File: config.mk
export PLATFORM = sky130hd
export DESIGN_NAME = alarm_bank
export DESIGN_NICKNAME = d
export VERILOG_FILES = /design/src/rtl/alarm_bank.sv
export SDC_FILE = /design/constraint.sdc
export NUM_CORES = 1
export LEC_CHECK = 0
export BUFFER_PORTS_ARGS = -buffer_cell sky130_fd_sc_hd__buf_2
export CORE_MARGIN = 8
export CORE_UTILIZATION = 45
export DETAILED_ROUTE_END_ITERATION = 10
export PLACE_DENSITY_LB_ADDON = 0.25
export SYNTH_ARGS = -nofsm -noshare
export SYNTH_HDL_FRONTEND = slang
export SYNTH_SLANG_ARGS = --single-unit
export TNS_END_PERCENT = 1
File: constraint.sdc
create_clock -name clock -period 3.39 [get_ports clock]
set_input_delay 0.8475 -clock clock [delete_from_list [all_inputs] [get_ports clock]]
set_output_delay 0.8475 -clock clock [all_outputs]
set_load 0.1 [all_outputs]
File: src/rtl/alarm_bank.sv
// -----------------------------------------------------------------------------
// alarm_bank
//
// Holds NUM_ALARMS independent HH:MM alarm slots (BCD) with per-slot enables.
// Loads are validated for BCD digit range and slot index. Enabled slots are
// compared against the running time on each time_tick. A ring/snooze state
// machine drives alarm_ring.
//
// Optional build macro: RING_TIMEOUT_EN
//   When defined, an unattended ring stops by itself after RING_TICKS ticks.
//   When undefined, RING_TICKS is unused and no ring counter is built.
//
// Ports:
//   clock, reset           system clock, asynchronous active-high reset
//   load_new_alarm         write new_alarm_* into slot load_slot (if valid)
//   load_slot [SW]         target slot for load / clear
//   new_alarm_*  [4]       BCD alarm time to load
//   clear_slot_en          disable slot load_slot (a same-cycle load wins)
//   time_tick              one-cycle pulse when the current time changes
//   cur_*        [4]       current BCD time, valid when time_tick=1
//   stop_alarm, snooze     user pulses
//   rd_slot [SW]           read-back slot select
//   alarm_time_* [4]       stored time of rd_slot (combinational)
//   rd_slot_en             enable flag of rd_slot
//   alarm_ring             high while RINGING (registered)
//   alarm_hit_slot [SW]    slot that caused the current ring
//   load_err               one-cycle pulse after a rejected load
// -----------------------------------------------------------------------------
module alarm_bank #(
    parameter int NUM_ALARMS = 4,
    parameter int SNOOZE_MIN = 5,
    parameter int RING_TICKS = 10,
    localparam int SW = (NUM_ALARMS > 1) ? $clog2(NUM_ALARMS) : 1
) (
    input  logic          clock,
    input  logic          reset,
    input  logic          load_new_alarm,
    input  logic [SW-1:0] load_slot,
    input  logic [3:0]    new_alarm_ms_hr,
    input  logic [3:0]    new_alarm_ls_hr,
    input  logic [3:0]    new_alarm_ms_min,
    input  logic [3:0]    new_alarm_ls_min,
    input  logic          clear_slot_en,
    input  logic          time_tick,
    input  logic [3:0]    cur_ms_hr,
    input  logic [3:0]    cur_ls_hr,
    input  logic [3:0]    cur_ms_min,
    input  logic [3:0]    cur_ls_min,
    input  logic          stop_alarm,
    input  logic          snooze,
    input  logic [SW-1:0] rd_slot,
    output logic [3:0]    alarm_time_ms_hr,
    output logic [3:0]    alarm_time_ls_hr,
    output logic [3:0]    alarm_time_ms_min,
    output logic [3:0]    alarm_time_ls_min,
    output logic          rd_slot_en,
    output logic          alarm_ring,
    output logic [SW-1:0] alarm_hit_slot,
    output logic          load_err
);

    typedef enum logic [1:0] {
        IDLE    = 2'd0,
        RINGING = 2'd1,
        SNOOZED = 2'd2
    } state_t;

    // Slot storage: one packed HHMM word per slot.
    logic [15:0]           slot_time_reg [NUM_ALARMS];
    logic [NUM_ALARMS-1:0] slot_en_reg;

    logic [15:0] new_time;
    logic [15:0] cur_time;
    logic        time_ok;
    logic        slot_ok;
    logic        load_ok;

    logic [NUM_ALARMS-1:0] load_hit;
    logic [NUM_ALARMS-1:0] clear_hit;
    logic [NUM_ALARMS-1:0] match;
    logic                  any_match;
    logic [SW-1:0]         win_slot;

    logic [15:0] rd_time;
    logic        rd_en;

    state_t        state_reg;
    logic [3:0]    snooze_cnt_reg;
    logic [SW-1:0] hit_slot_reg;
    logic          ring_reg;
    logic          load_err_reg;

    assign new_time = {new_alarm_ms_hr, new_alarm_ls_hr, new_alarm_ms_min, new_alarm_ls_min};
    assign cur_time = {cur_ms_hr, cur_ls_hr, cur_ms_min, cur_ls_min};

    // Hours 00..23, minutes 00..59, every digit plain BCD.
    assign time_ok = (new_alarm_ms_hr <= 4'd2) &&
                     ((new_alarm_ms_hr == 4'd2) ? (new_alarm_ls_hr <= 4'd3)
                                                : (new_alarm_ls_hr <= 4'd9)) &&
                     (new_alarm_ms_min <= 4'd5) &&
                     (new_alarm_ls_min <= 4'd9);
    assign slot_ok = (int'(load_slot) < NUM_ALARMS);
    assign load_ok = load_new_alarm && slot_ok && time_ok;

    genvar gi;
    generate
        for (gi = 0; gi < NUM_ALARMS; gi++) begin : g_slot
            assign load_hit[gi]  = load_ok && (load_slot == SW'(gi));
            assign clear_hit[gi] = clear_slot_en && (load_slot == SW'(gi));
            assign match[gi]     = slot_en_reg[gi] && (slot_time_reg[gi] == cur_time);
        end
    endgenerate

    always_ff @(posedge clock or posedge reset) begin
        if (reset) begin
            for (int i = 0; i < NUM_ALARMS; i++) begin
                slot_time_reg[i] <= '0;
            end
            slot_en_reg <= '0;
        end else begin
            for (int i = 0; i < NUM_ALARMS; i++) begin
                if (load_hit[i]) begin
                    slot_time_reg[i] <= new_time;
                    slot_en_reg[i]   <= 1'b1;
                end else if (clear_hit[i]) begin
                    slot_en_reg[i]   <= 1'b0;
                end
            end
        end
    end

    // Lowest matching index wins: scan downward so the last hit is the lowest.
    always_comb begin
        any_match = 1'b0;
        win_slot  = '0;
        for (int i = NUM_ALARMS - 1; i >= 0; i--) begin
            if (match[i]) begin
                any_match = 1'b1;
                win_slot  = SW'(i);
            end
        end
    end

    // Read-back mux; a select beyond the last slot reads as zero.
    always_comb begin
        rd_time = '0;
        rd_en   = 1'b0;
        for (int i = 0; i < NUM_ALARMS; i++) begin
            if (rd_slot == SW'(i)) begin
                rd_time = slot_time_reg[i];
                rd_en   = slot_en_reg[i];
            end
        end
    end

    always_ff @(posedge clock or posedge reset) begin
        if (reset) begin
            load_err_reg <= 1'b0;
        end else begin
            load_err_reg <= load_new_alarm && !(slot_ok && time_ok);
        end
    end

`ifdef RING_TIMEOUT_EN
    localparam int RW = $clog2(RING_TICKS + 1);
    logic [RW-1:0] ring_cnt_reg;
`endif

    always_ff @(posedge clock or posedge reset) begin
        if (reset) begin
            state_reg      <= IDLE;
            snooze_cnt_reg <= '0;
            hit_slot_reg   <= '0;
            ring_reg       <= 1'b0;
`ifdef RING_TIMEOUT_EN
            ring_cnt_reg   <= '0;
`endif
        end else begin
            case (state_reg)
                IDLE: begin
                    if (time_tick && any_match) begin
                        state_reg    <= RINGING;
                        hit_slot_reg <= win_slot;
                        ring_reg     <= 1'b1;
`ifdef RING_TIMEOUT_EN
                        ring_cnt_reg <= '0;
`endif
                    end
                end
                RINGING: begin
                    // New matches are ignored here; hit slot is held.
                    if (stop_alarm) begin
                        state_reg <= IDLE;
                        ring_reg  <= 1'b0;
                    end else if (snooze) begin
                        state_reg      <= SNOOZED;
                        snooze_cnt_reg <= 4'(SNOOZE_MIN);
                        ring_reg       <= 1'b0;
                    end
`ifdef RING_TIMEOUT_EN
                    else if (time_tick) begin
                        // The tick that would bring the count to RING_TICKS ends the ring.
                        if (ring_cnt_reg == RW'(RING_TICKS - 1)) begin
                            state_reg    <= IDLE;
                            ring_reg     <= 1'b0;
                            ring_cnt_reg <= '0;
                        end else begin
                            ring_cnt_reg <= ring_cnt_reg + 1'b1;
                        end
                    end
`endif
                end
                SNOOZED: begin
                    if (stop_alarm) begin
                        state_reg      <= IDLE;
                        snooze_cnt_reg <= '0;
                    end else if (time_tick) begin
                        if (any_match) begin
                            state_reg      <= RINGING;
                            hit_slot_reg   <= win_slot;
                            snooze_cnt_reg <= '0;
                            ring_reg       <= 1'b1;
`ifdef RING_TIMEOUT_EN
                            ring_cnt_reg   <= '0;
`endif
                        end else if (snooze_cnt_reg == 4'd1) begin
                            state_reg      <= RINGING;
                            snooze_cnt_reg <= '0;
                            ring_reg       <= 1'b1;
`ifdef RING_TIMEOUT_EN
                            ring_cnt_reg   <= '0;
`endif
                        end else begin
                            snooze_cnt_reg <= snooze_cnt_reg - 1'b1;
                        end
                    end
                end
                default: begin
                    state_reg <= IDLE;
                    ring_reg  <= 1'b0;
                end
            endcase
        end
    end

    assign alarm_time_ms_hr  = rd_time[15:12];
    assign alarm_time_ls_hr  = rd_time[11:8];
    assign alarm_time_ms_min = rd_time[7:4];
    assign alarm_time_ls_min = rd_time[3:0];
    assign rd_slot_en        = rd_en;
    assign alarm_ring        = ring_reg;
    assign alarm_hit_slot    = hit_slot_reg;
    assign load_err          = load_err_reg;

endmodule

# After elaboration in Yosys (flattened, before gate mapping)
# Index checks and enable logic that the tools add are counted.
[word_totals]
register_bits = 78
input_bits = 43
out_inout_bits = 21
elab_cells = 128
[classes]
addsub = 1
n_lt_le_gt_ge = 5
eq_ne = 24
muxes = 53
n_reduce_logical = 32
[op_table]
columns = ["op", "n"]
rows = [
  ["$eq 16x16->1", 4],
  ["$mux 16", 4],
  ["$mux 2", 15],
  ["$mux 1", 24],
  ["$mux 4", 6],
  ["$logic_and 1x1->1", 18],
  ["$ne 2x2->1 const B", 6],
  ["$reduce_bool 2->1", 6],
  ["$eq 2x2->1 const B", 5],
  ["$reduce_and 5->1", 2],
  ["$ne 3x3->1 const B", 3],
  ["$le 4x2->1 const B", 2],
  ["$le 4x4->1 const B", 2],
  ["$pmux 4 s2", 1],
  ["$reduce_and 4->1", 2],
  ["$eq 2x1->1 const B", 3],
  ["$logic_not 2->1", 3],
  ["$pmux 2 s3", 1],
  ["$eq 4x1->1 const B", 1],
  ["$eq 4x2->1 const B", 1],
  ["$le 4x3->1 const B", 1],
  ["$ne 4x4->1 const B", 1],
  ["$pmux 2 s2", 1],
  ["$sub 4x1->4 const B", 1],
  ["other kinds (2)", 2],
]

# Longest topological paths before layout
[logic_depth]
depth_word = 10
ltp_mapped = 7

# Worst setup path after synthesis
# OpenSTA, ideal clock, no wires.
[synth_timing]
path_type = "input -> output"
start = "input port rd_slot[0]"
end = "output port alarm_time_ls_hr[0]"
arrival_ps = 2385
t_required_ps = 2543
slack_ps = 158
path_stages = 3
n_path_buf = 2
cell_sequence = "clkbuf_1 > buf_2 > mux4_2"
[synth_between]
elab_chain_len = 5
[synth_rtl]
columns = ["element", "line", "text"]
rows = [
  ["start: declaration", "51", "input logic [SW-1:0] rd_slot,"],
  ["$logic_not 2->1", "149", "if (rd_slot == SW'(i)) begin"],
  ["$mux 16 (3 in series)", "149", ""],
  ["$mux 16 *", "149", ""],
  ["end: declaration", "53", "output logic [3:0] alarm_time_ls_hr,"],
]
# Mark *: on every way between the ends. The rest lies on a longest branch, timed or not.

# Final worst setup path
[layout_timing]
start = "input port rd_slot[0]"
end = "output port alarm_time_ls_hr[1]"
# The elaborated chain is that of the path after synthesis.

==> results.md <==
* Antenna viol nets, final at 0
* Sink Count at 78
* Slew Limit Headroom at 59.8%
* CP startpoint kind: input pin
* DR vias at 3,028
* Core area at 9590 sq um
* Largest net degree at the start of global routing at 79
* TritonCTS Buffers at 9
* Final hold violation count at 0
* Setup-failing EPs final at 0
* Filler cell count at 866
* Outcome: finished, final reports clean
* Initial DRC count at 205
* TNS Setup at 0 ns
* Post-Syn Area at approximately 4400 sq um
* Multi-input combinational cell area at roughly 2300 sq um
* Port Buf Inserts at 63
* Syn_nets at 391
* Share of layout cells above drive strength 1 at 37.4%
* Nets at roughly 460
* Pre-antenna DRT Iters at 4
* Slew Viols, Final at 0
* Clock Latency Late Sink at 0.35 ns
* Leakage power at 2.47 nW
* Die height at about 110 um
* Final instance area at roughly 5100 sq um
* HP Class: flip-flop to flip-flop
* Max FFs per register at 64
* # rows at 36
* # DRC at 0
* Final wirelength at 10,800 um
* PwrDens at 446 nW/um^2
* IO Pins at 64
* Area delta synth->final at 16.0%
* CTS resizes at 0
* Final Power at between 2 and 2.5 mW
* Post-synth EDFFs at 0
* GRT Util Overall at about 18%
* Clk_skew at 0.0102 ns
* Post-CTS Hold Buffers at 0
* Die X at 114 um
* Sequential cell area at 1950 sq um
* CTS tree: yes
* DR vias/cell at 5.48
* Max-Cap Viols at 0
* Clock slew at reported path FFs at 0.08 ns
* Starting Density at 45.4%
* CTS H-tree lvls at 3
* Unrepaired setup endpoints after global routing: no
* DIE AREA at 13,100 sq um
* Register area share after synthesis at 44.8%
* Number of global-route vias before repair at roughly 3,300
* Post-synthesis async set-or-reset flop share at 100%
* Synth cell types at 52
* Gpl congestion at 0.802
* GRT overflow at 0
* Max clock buf depth at 2
* Period minus WS final at 2.85 ns
* Setup bufs post-CTS at 0
* CP max FO at 17
* Worst Path Required at 2.54 ns
* Worst Path Class, Setup: input pin to primary output
* Root buffer cell: clkbuf_8
* # diodes at 0
* Achievable Freq at 0.350 GHz
* Worst slew pin tran at 0.597 ns
* Detail Placement HPWL at 8010 um
* Top FF cell, synth: dfrtp_1
* Initial antenna violation count at 0
* Period utilization at 84.2%
* Placed inst area at between 4000 and 5000 sq um
* Synth Instances at roughly 350
* Routed length per instance at 19.5 um
* CP Capture Type: primary output
* Mean area per synthesized cell at 12.6 sq um
* Crit path DAT at between 2 and 2.5 ns
* Register bit total from synthesis at 78
* Syn. warnings at 0
* First-pass GRT wire length at 17,700 um
* Worst vdd rail ir drop at about 0.21 mV
## through the flow
step / cells / utilization, % / hold slack [ns] / setup WS, ns
6_report: 553 / 52.7 / 0.504 / 0.537
2_1_floorplan: 346 / - / 0.461 / 0.158
5_1_grt: 553 / 52.7 / 0.519 / 0.489
3_5_place_dp: 538 / 50.5 / 0.486 / 0.520
4_1_cts: 553 / 52.7 / 0.505 / 0.519
3_3_place_gp: 538 / 50.5 / 0.483 / 0.541
## worst paths after layout
kind | from | endpoint | slack, ns | depth (start not counted)
setup / recovery | rd_slot[0] | alarm_time_ls_hr[1] | 0.54 | 4
setup reg to reg | slot_time_reg[49]$_DFFE_PP0P_ | snooze_cnt_reg[1]$_DFFE_PP0P_ | 1.30 | 6
hold reg to reg | slot_en_reg[2]$_DFFE_PP0P_ | slot_en_reg[2]$_DFFE_PP0P_ | 0.50 | 1
min in group asynchronous | reset | load_err$_DFF_PP0_ | 0.59 | 3
hold / removal | slot_en_reg[2]$_DFFE_PP0P_ | slot_en_reg[2]$_DFFE_PP0P_ | 0.50 | 1
max in group asynchronous | reset | slot_time_reg[17]$_DFFE_PP0P_ | 2.48 | 3
## per-layer routing
metal	global-route usage, %	routed length, um
met4	5.77	202
met1	22.1	4900
met2	30.0	5330
met5	0	0
met3	3.96	367
## critical path: stages
cell and delay [ns]:
buf_2 0.10, buf_12 0.19, mux4_2 0.54, buf_2 0.31
## kinds of logic after synthesis
logic type	share of synthesized area, %
compound gates	5.57
xor+xnor	12.9
fa+ha+maj	0.574
buf+inv	2.01
flops	44.8
mux	22.7
simple gates	11.4
## where the power goes
part | leakage [nW] | switching (mW) | internal, mW | total [mW]
sequential | 1.06 | 0.0649 | 0.996 | 1.06
combinational | 1.30 | 0.286 | 0.174 | 0.460
clock | 0.104 | 0.337 | 0.396 | 0.732
total | 2.47 | 0.687 | 1.57 | 2.25
## cell usage after synthesis (2+ instances only)
cell type | number | area [sq um]
mux2_1 | 6 | 67.6
nand4_1 | 6 | 37.5
nor3_1 | 5 | 25.0
nand3_1 | 4 | 20.0
mux4_2 | 17 | 383
xor2_1 | 45 | 394
inv_1 | 7 | 26.3
o21ai_0 | 7 | 35.0
or3_1 | 2 | 12.5
mux2_2 | 40 | 450
and2_1 | 5 | 31.3
nor3b_1 | 2 | 15.0
nor4_1 | 9 | 56.3
nand2_1 | 13 | 48.8
o32ai_1 | 3 | 26.3
ha_1 | 2 | 25.0
nor3b_4 | 2 | 37.5
nor2b_1 | 11 | 68.8
a21oi_1 | 8 | 40.0
o22a_1 | 2 | 17.5
a21o_1 | 4 | 30.0
nor2_1 | 10 | 37.5
or4bb_1 | 2 | 22.5
xnor2_1 | 19 | 166
clkbuf_1 | 5 | 18.8
dfrtp_1 | 78 | 1950
nand3b_1 | 2 | 15.0
mux2_4 | 6 | 90.1
## layout by cell type (no fill, tap or decap), drive strengths merged, types with 9 or more instances in the layout
| master | count |
|---|---|
| clkbuf | 12 |
| buf | 69 |
| dfrtp | 78 |
| nor2b | 11 |
| xor2 | 45 |
| mux2 | 52 |
| nor2 | 11 |
| xnor2 | 19 |
| mux4 | 17 |
| nand2 | 14 |
| nor4 | 9 |
## cell type report
type                    instances  area share, %
multi-input cells             251           45.8
flip-flops and latches         78           38.6
clock buffers                  12           3.27
well taps                     133           3.29
repair buffers                 69           7.62
clock inverters                 3          0.842
inverters                       7          0.520
(Power assumes the default switching activity.)
